<file path="config.mk">
export PLATFORM = sky130hd
export DESIGN_NAME = kbe_multi
export DESIGN_NICKNAME = d
export VERILOG_FILES = /design/src/rtl/kbe_multi.sv
export SDC_FILE = /design/constraint.sdc
export NUM_CORES = 1
export LEC_CHECK = 0
export ABC_CLOCK_PERIOD_IN_PS = 3700
export BUFFER_PORTS_ARGS = -buffer_cell sky130_fd_sc_hd__buf_2
export CAP_MARGIN = 20
export CORE_MARGIN = 8
export CORE_UTILIZATION = 60
export CTS_CLUSTER_DIAMETER = 80
export DETAILED_ROUTE_END_ITERATION = 10
export PLACE_DENSITY = 0.79
export SYNTH_ARGS = -nofsm -noshare
export SYNTH_HDL_FRONTEND = slang
export SYNTH_SLANG_ARGS = --single-unit
</file>
<file path="constraint.sdc">
create_clock -name clk -period 3.7 [get_ports clk]
set_input_delay 0.74 -clock clk [delete_from_list [all_inputs] [get_ports clk]]
set_output_delay 0.74 -clock clk [all_outputs]
set_load 0.05 [all_outputs]
</file>
<file path="src/rtl/kbe_multi.sv">
// kbe_multi: N-key synchroniser + debounce FSM with a single-event reader port.
// In: clk, rst, key_raw, data_ack. Out: key_stable, press/release_pulse, data_available, key_code, overrun, inhibit.
module kbe_multi #(
  parameter int N_KEYS      = 4,
  parameter int DEB_CYCLES  = 54000,
  parameter int SYNC_STAGES = 2,
  parameter int CODE_W      = (N_KEYS > 1) ? $clog2(N_KEYS) : 1
) (
  input  logic              clk,
  input  logic              rst,
  input  logic [N_KEYS-1:0] key_raw,
  input  logic              data_ack,
  output logic [N_KEYS-1:0] key_stable,
  output logic [N_KEYS-1:0] press_pulse,
  output logic [N_KEYS-1:0] release_pulse,
  output logic              data_available,
  output logic [CODE_W-1:0] key_code,
  output logic              overrun,
  output logic              inhibit
);

  localparam int CNT_W = $clog2(DEB_CYCLES);
  localparam logic [CNT_W-1:0] CNT_MAX = CNT_W'(DEB_CYCLES - 1);

  typedef enum logic [1:0] {
    IDLE    = 2'd0,
    D_PRESS = 2'd1,
    PRESSED = 2'd2,
    D_REL   = 2'd3
  } st_e;

  logic [N_KEYS-1:0] sync_q [SYNC_STAGES];
  logic [N_KEYS-1:0] key_sync;

  st_e              state_q [N_KEYS];
  st_e              state_d [N_KEYS];
  logic [CNT_W-1:0] cnt_q   [N_KEYS];
  logic [CNT_W-1:0] cnt_d   [N_KEYS];

  logic [N_KEYS-1:0] prs;
  logic [N_KEYS-1:0] rls;
  logic [N_KEYS-1:0] stable_d;

  logic [N_KEYS-1:0] stable_q;
  logic [N_KEYS-1:0] press_q;
  logic [N_KEYS-1:0] rel_q;
  logic              da_q, da_d;
  logic [CODE_W-1:0] code_q, code_d;
  logic              ov_q, ov_d;
  logic              inh_q;

  logic [CODE_W-1:0] low;
  logic              multi;
  logic              ack_eff;

  // Synchroniser chain
  always_ff @(posedge clk) begin
    if (rst) begin
      for (int s = 0; s < SYNC_STAGES; s++) sync_q[s] <= '0;
    end else begin
      sync_q[0] <= key_raw;
      for (int s = 1; s < SYNC_STAGES; s++) sync_q[s] <= sync_q[s-1];
    end
  end

  assign key_sync = sync_q[SYNC_STAGES-1];

  // State register
  always_ff @(posedge clk) begin
    if (rst) begin
      for (int i = 0; i < N_KEYS; i++) begin
        state_q[i] <= IDLE;
        cnt_q[i]   <= '0;
      end
      stable_q <= '0;
      press_q  <= '0;
      rel_q    <= '0;
      da_q     <= 1'b0;
      code_q   <= '0;
      ov_q     <= 1'b0;
      inh_q    <= 1'b0;
    end else begin
      for (int i = 0; i < N_KEYS; i++) begin
        state_q[i] <= state_d[i];
        cnt_q[i]   <= cnt_d[i];
      end
      stable_q <= stable_d;
      press_q  <= prs;
      rel_q    <= rls;
      da_q     <= da_d;
      code_q   <= code_d;
      ov_q     <= ov_d;
      inh_q    <= |stable_d;
    end
  end

  // Next-state logic, one debounce FSM per key
  always_comb begin
    prs = '0;
    rls = '0;
    for (int i = 0; i < N_KEYS; i++) begin
      state_d[i] = state_q[i];
      cnt_d[i]   = cnt_q[i];
      unique case (state_q[i])
        IDLE: begin
          if (key_sync[i]) begin
            state_d[i] = D_PRESS;
            cnt_d[i]   = '0;
          end
        end
        D_PRESS: begin
          if (!key_sync[i]) begin
            state_d[i] = IDLE;
          end else if (cnt_q[i] == CNT_MAX) begin
            state_d[i] = PRESSED;
            prs[i]     = 1'b1;
          end else begin
            cnt_d[i] = cnt_q[i] + 1'b1;
          end
        end
        PRESSED: begin
          if (!key_sync[i]) begin
            state_d[i] = D_REL;
            cnt_d[i]   = '0;
          end
        end
        D_REL: begin
          if (key_sync[i]) begin
            state_d[i] = PRESSED;
          end else if (cnt_q[i] == CNT_MAX) begin
            state_d[i] = IDLE;
            rls[i]     = 1'b1;
          end else begin
            cnt_d[i] = cnt_q[i] + 1'b1;
          end
        end
      endcase
    end
  end

  // Output logic: stable levels and event capture
  always_comb begin
    for (int i = 0; i < N_KEYS; i++) begin
      stable_d[i] = (state_d[i] == PRESSED) || (state_d[i] == D_REL);
    end

    low = '0;
    for (int i = N_KEYS - 1; i >= 0; i--) begin
      if (prs[i]) low = CODE_W'(i);
    end
    // More than one bit set: clearing the lowest leaves something
    multi = |(prs & (prs - N_KEYS'(1)));

    ack_eff = data_ack & da_q;
    da_d    = da_q;
    code_d  = code_q;
    ov_d    = ov_q;
    if (|prs) begin
      if (!da_q || ack_eff) begin
        da_d   = 1'b1;
        code_d = low;
        ov_d   = multi;
      end else begin
        ov_d = 1'b1;
      end
    end else if (ack_eff) begin
      da_d = 1'b0;
      ov_d = 1'b0;
    end
  end

  assign key_stable     = stable_q;
  assign press_pulse    = press_q;
  assign release_pulse  = rel_q;
  assign data_available = da_q;
  assign key_code       = code_q;
  assign overrun        = ov_q;
  assign inhibit        = inh_q;

endmodule

</file>
==> impl_metrics.ini <==
[floorplanning]
initial_utilization_pct = 61.14
io_pins = 24
fp.coreArea_mm2 = 0.006681
die_width_um = 98.52
die_h_um = 98.52
dieArea_mm2 = 0.009705
rows = 30

[worst_setup_path]
path_class = flop to flop
start_kind = flop
cp_data_arrival_time_ps = 2750
rr_worst_depth = 8
rrSetupSlack_ps = 1200
path_max_fanout = 8
worstPathRequired_ps = 3950
endpoint_kind = flop
r2r-start = cnt_q[0][1]
reg2reg_to = overrun
startpoint = cnt_q[0][1]
critPathCapture = overrun

[final_layout]
nFillCells = 520
antenna_cells = 0
layout_common_cells = dfxtp_1, nor2_1, nand2_1
area_growth_pct = 10.51
final_common_cell = dfxtp_1
multiInputGateArea_mm2 = 0.002064
finalNetCount = 485
layout-drive-gt1-share_pct = 11.27
seq_area_mm2 = 0.001942
layout.cells.non_filler = 559
fin_area_mm2 = 0.004514

[synthesis]
netlist_area_mm2 = 0.004085
synth-edff-count = 0
ys_seq_elements = 97
synth-async-reset-ratio_pct = 0
syn_nets = 460
ys_seq_area_share_pct = 47.53
yosysUniqueCellTypes = 46
syn-mean-instance-area_um2 = 9.098
synthCells = 449
ys.flop_type = dfxtp_1
ys_warn_count = 0

[timing]
slew_violations = 0
rsz0062_at_grt = no
finalSetupViolCount = 0
timing.fmax_ghz = 0.4000
fin_crit_ps = 2500
timing.hold.ws_ps = 439.8
worstMarginPinSlew_ps = 1046
finalCritPeriodShare_pct = 67.57
maxSlewHeadroom_pct = 29.77
hold_viol = 0
fin_tns_setup_ps = 0
skew_ps = 11.00

[grt]
grt_pass1_wl_um = 13130
overflow = 0
grt_max_degree = 38
antenna_found_initial = 0
grt_use_total_pct = 16.34
grt_pass1_vias = 2958

[clocking]
h-tree-depth = 3
clock_latency_ps = 360
cts_buffers = 9
clk_pin_slew_worst_paths_ps = 90
cts.sinks = 97
cts_tree = built
cts-root-buf = clkbuf_8
clockBufferDepth = 2
cts.repair.resized = 0
hold_buffers = 0
cts_setup_buffers = 0

[flow_run]
cap_viol_max_count = 0

[place]
placedCellCount = 543
dpl_cell_area_mm2 = 0.004274
place.gp.congestion = 0.8632
io_buffers = 23
dp_hpwl_um = 5373

[drt]
viasPerCell = 5.678
antenna_left = 0
drc = 0
drt_pass1_iterations = 4
first_iter_violations = 114
routed_wl_um = 7622
wire_per_inst_um = 13.64
vias = 3174

[pwr]
max-vdd-ir-drop_v = 0.0003305
p_leak_nw = 1.606
powerDensity_mw_per_mm2 = 421.9

[worst_hold_path]
min_path_type = flop to flop

[status]
outcome = complete, no violations
[worst max-delay path, stage by stage (launching register included)]
cell	delay [ps]
dfxtp_1	410
ha_1	260
nand4_1	180
nor4_4	510
nand3b_1	230
or4b_1	520
o211ai_2	110
a21o_1	120
a221oi_2	50
[worst min-delay path by stage]
stage,startpoint,endpoint,slack (ps),cells after the start
2_1_floorplan,sync_q[0][0],sync_q[0][4],410,1
3_3_place_gp,sync_q[0][2],sync_q[0][6],420,1
3_5_place_dp,sync_q[0][1],sync_q[0][5],430,1
4_1_cts,sync_q[0][1],sync_q[0][5],450,1
5_1_grt,sync_q[0][1],sync_q[0][5],460,1
6_report,sync_q[0][1],sync_q[0][5],440,1
[sequential cells by signal, summed over array words and instances, names as in the netlist]
signal          flops
cnt_q              64
overrun             1
key_stable          4
sync_q              8
release_pulse       4
inhibit             1
press_pulse         4
state_q             8
data_available      1
key_code            2
[metrics by stage]
step                worst slack (ps)  util [%]  power [mW]
CTS                             1193     67.57       1.916
detailed placement              1249     63.97       1.119
finish                          1200     67.57       1.905
global route                   958.4     67.57       1.960
global placement                1317     63.97       1.119
floorplan                       1439         -       1.106
[Yosys cell counts (all sizes together), types with 3 or more instances]
cell type  instances  area, um2
dfxtp             97       1942
nor2              76      295.3
nand2             30      112.6
xor2              29      254.0
a21oi             21      105.1
o21ai             21      108.9
xnor2             21      183.9
nand3             17      85.08
or3               13      81.33
and3              12      75.07
nand4             12      75.07
clkbuf             9      33.78
inv                8      30.03
nand4b             8      70.07
nor2b              8      50.05
nor3               8      40.04
nand2b             5      31.28
nand4bb            5      56.30
nor4               5      65.07
nor4b              5      43.79
or4                5      41.29
ha                 4      50.05
mux2i              4      40.04
nor3b              4      30.03
buf                3      15.01
or4b               3      33.78
[kinds of logic (layout without fill, tap and decap cells)]
group                    Yosys count  after routing  synth area share (%)
AO/OA/AOI/OAI                     53             53                 7.626
flip-flops                        97             97                 47.53
AND/OR/NAND/NOR                  220            220                 29.71
buffers and inverters             20             50                 1.929
multiplexers                       5              5                 1.256
adder cells (fa/ha/maj)            4              4                 1.225
XOR/XNOR                          50             50                 10.72
[cell type report]
class                           instances  share of cell area (%)
Multi-Input combinational cell        332                   45.73
Sequential cell                        97                   43.02
Timing Repair Buffer                   26                   3.049
Clock buffer                            9                   2.744
Clock inverter                          7                   2.578
Tap cell                               80                   2.217
Inverter                                8                  0.6652
[where the power goes]
group | leakage [nW] | internal, mW | switching [mW]
clock network | 0.120 | 0.449 | 0.361
registers | 0.783 | 1.05 | 0.00498
logic | 0.704 | 0.0123 | 0.0285
total | 1.61 | 1.51 | 0.395
[layer usage]
layer / track usage (%) / share of wire (%) / up-vias
li1: - / - / 1618
met1: 19.61 / 48 / 1498
met2: 26.84 / 46 / 48
met3: 4.792 / 4.0 / 10
met4: 6.375 / 1.4 / 0
met5: 0 / 0 / -
No activity file was read; power rests on OpenSTA's default activity.
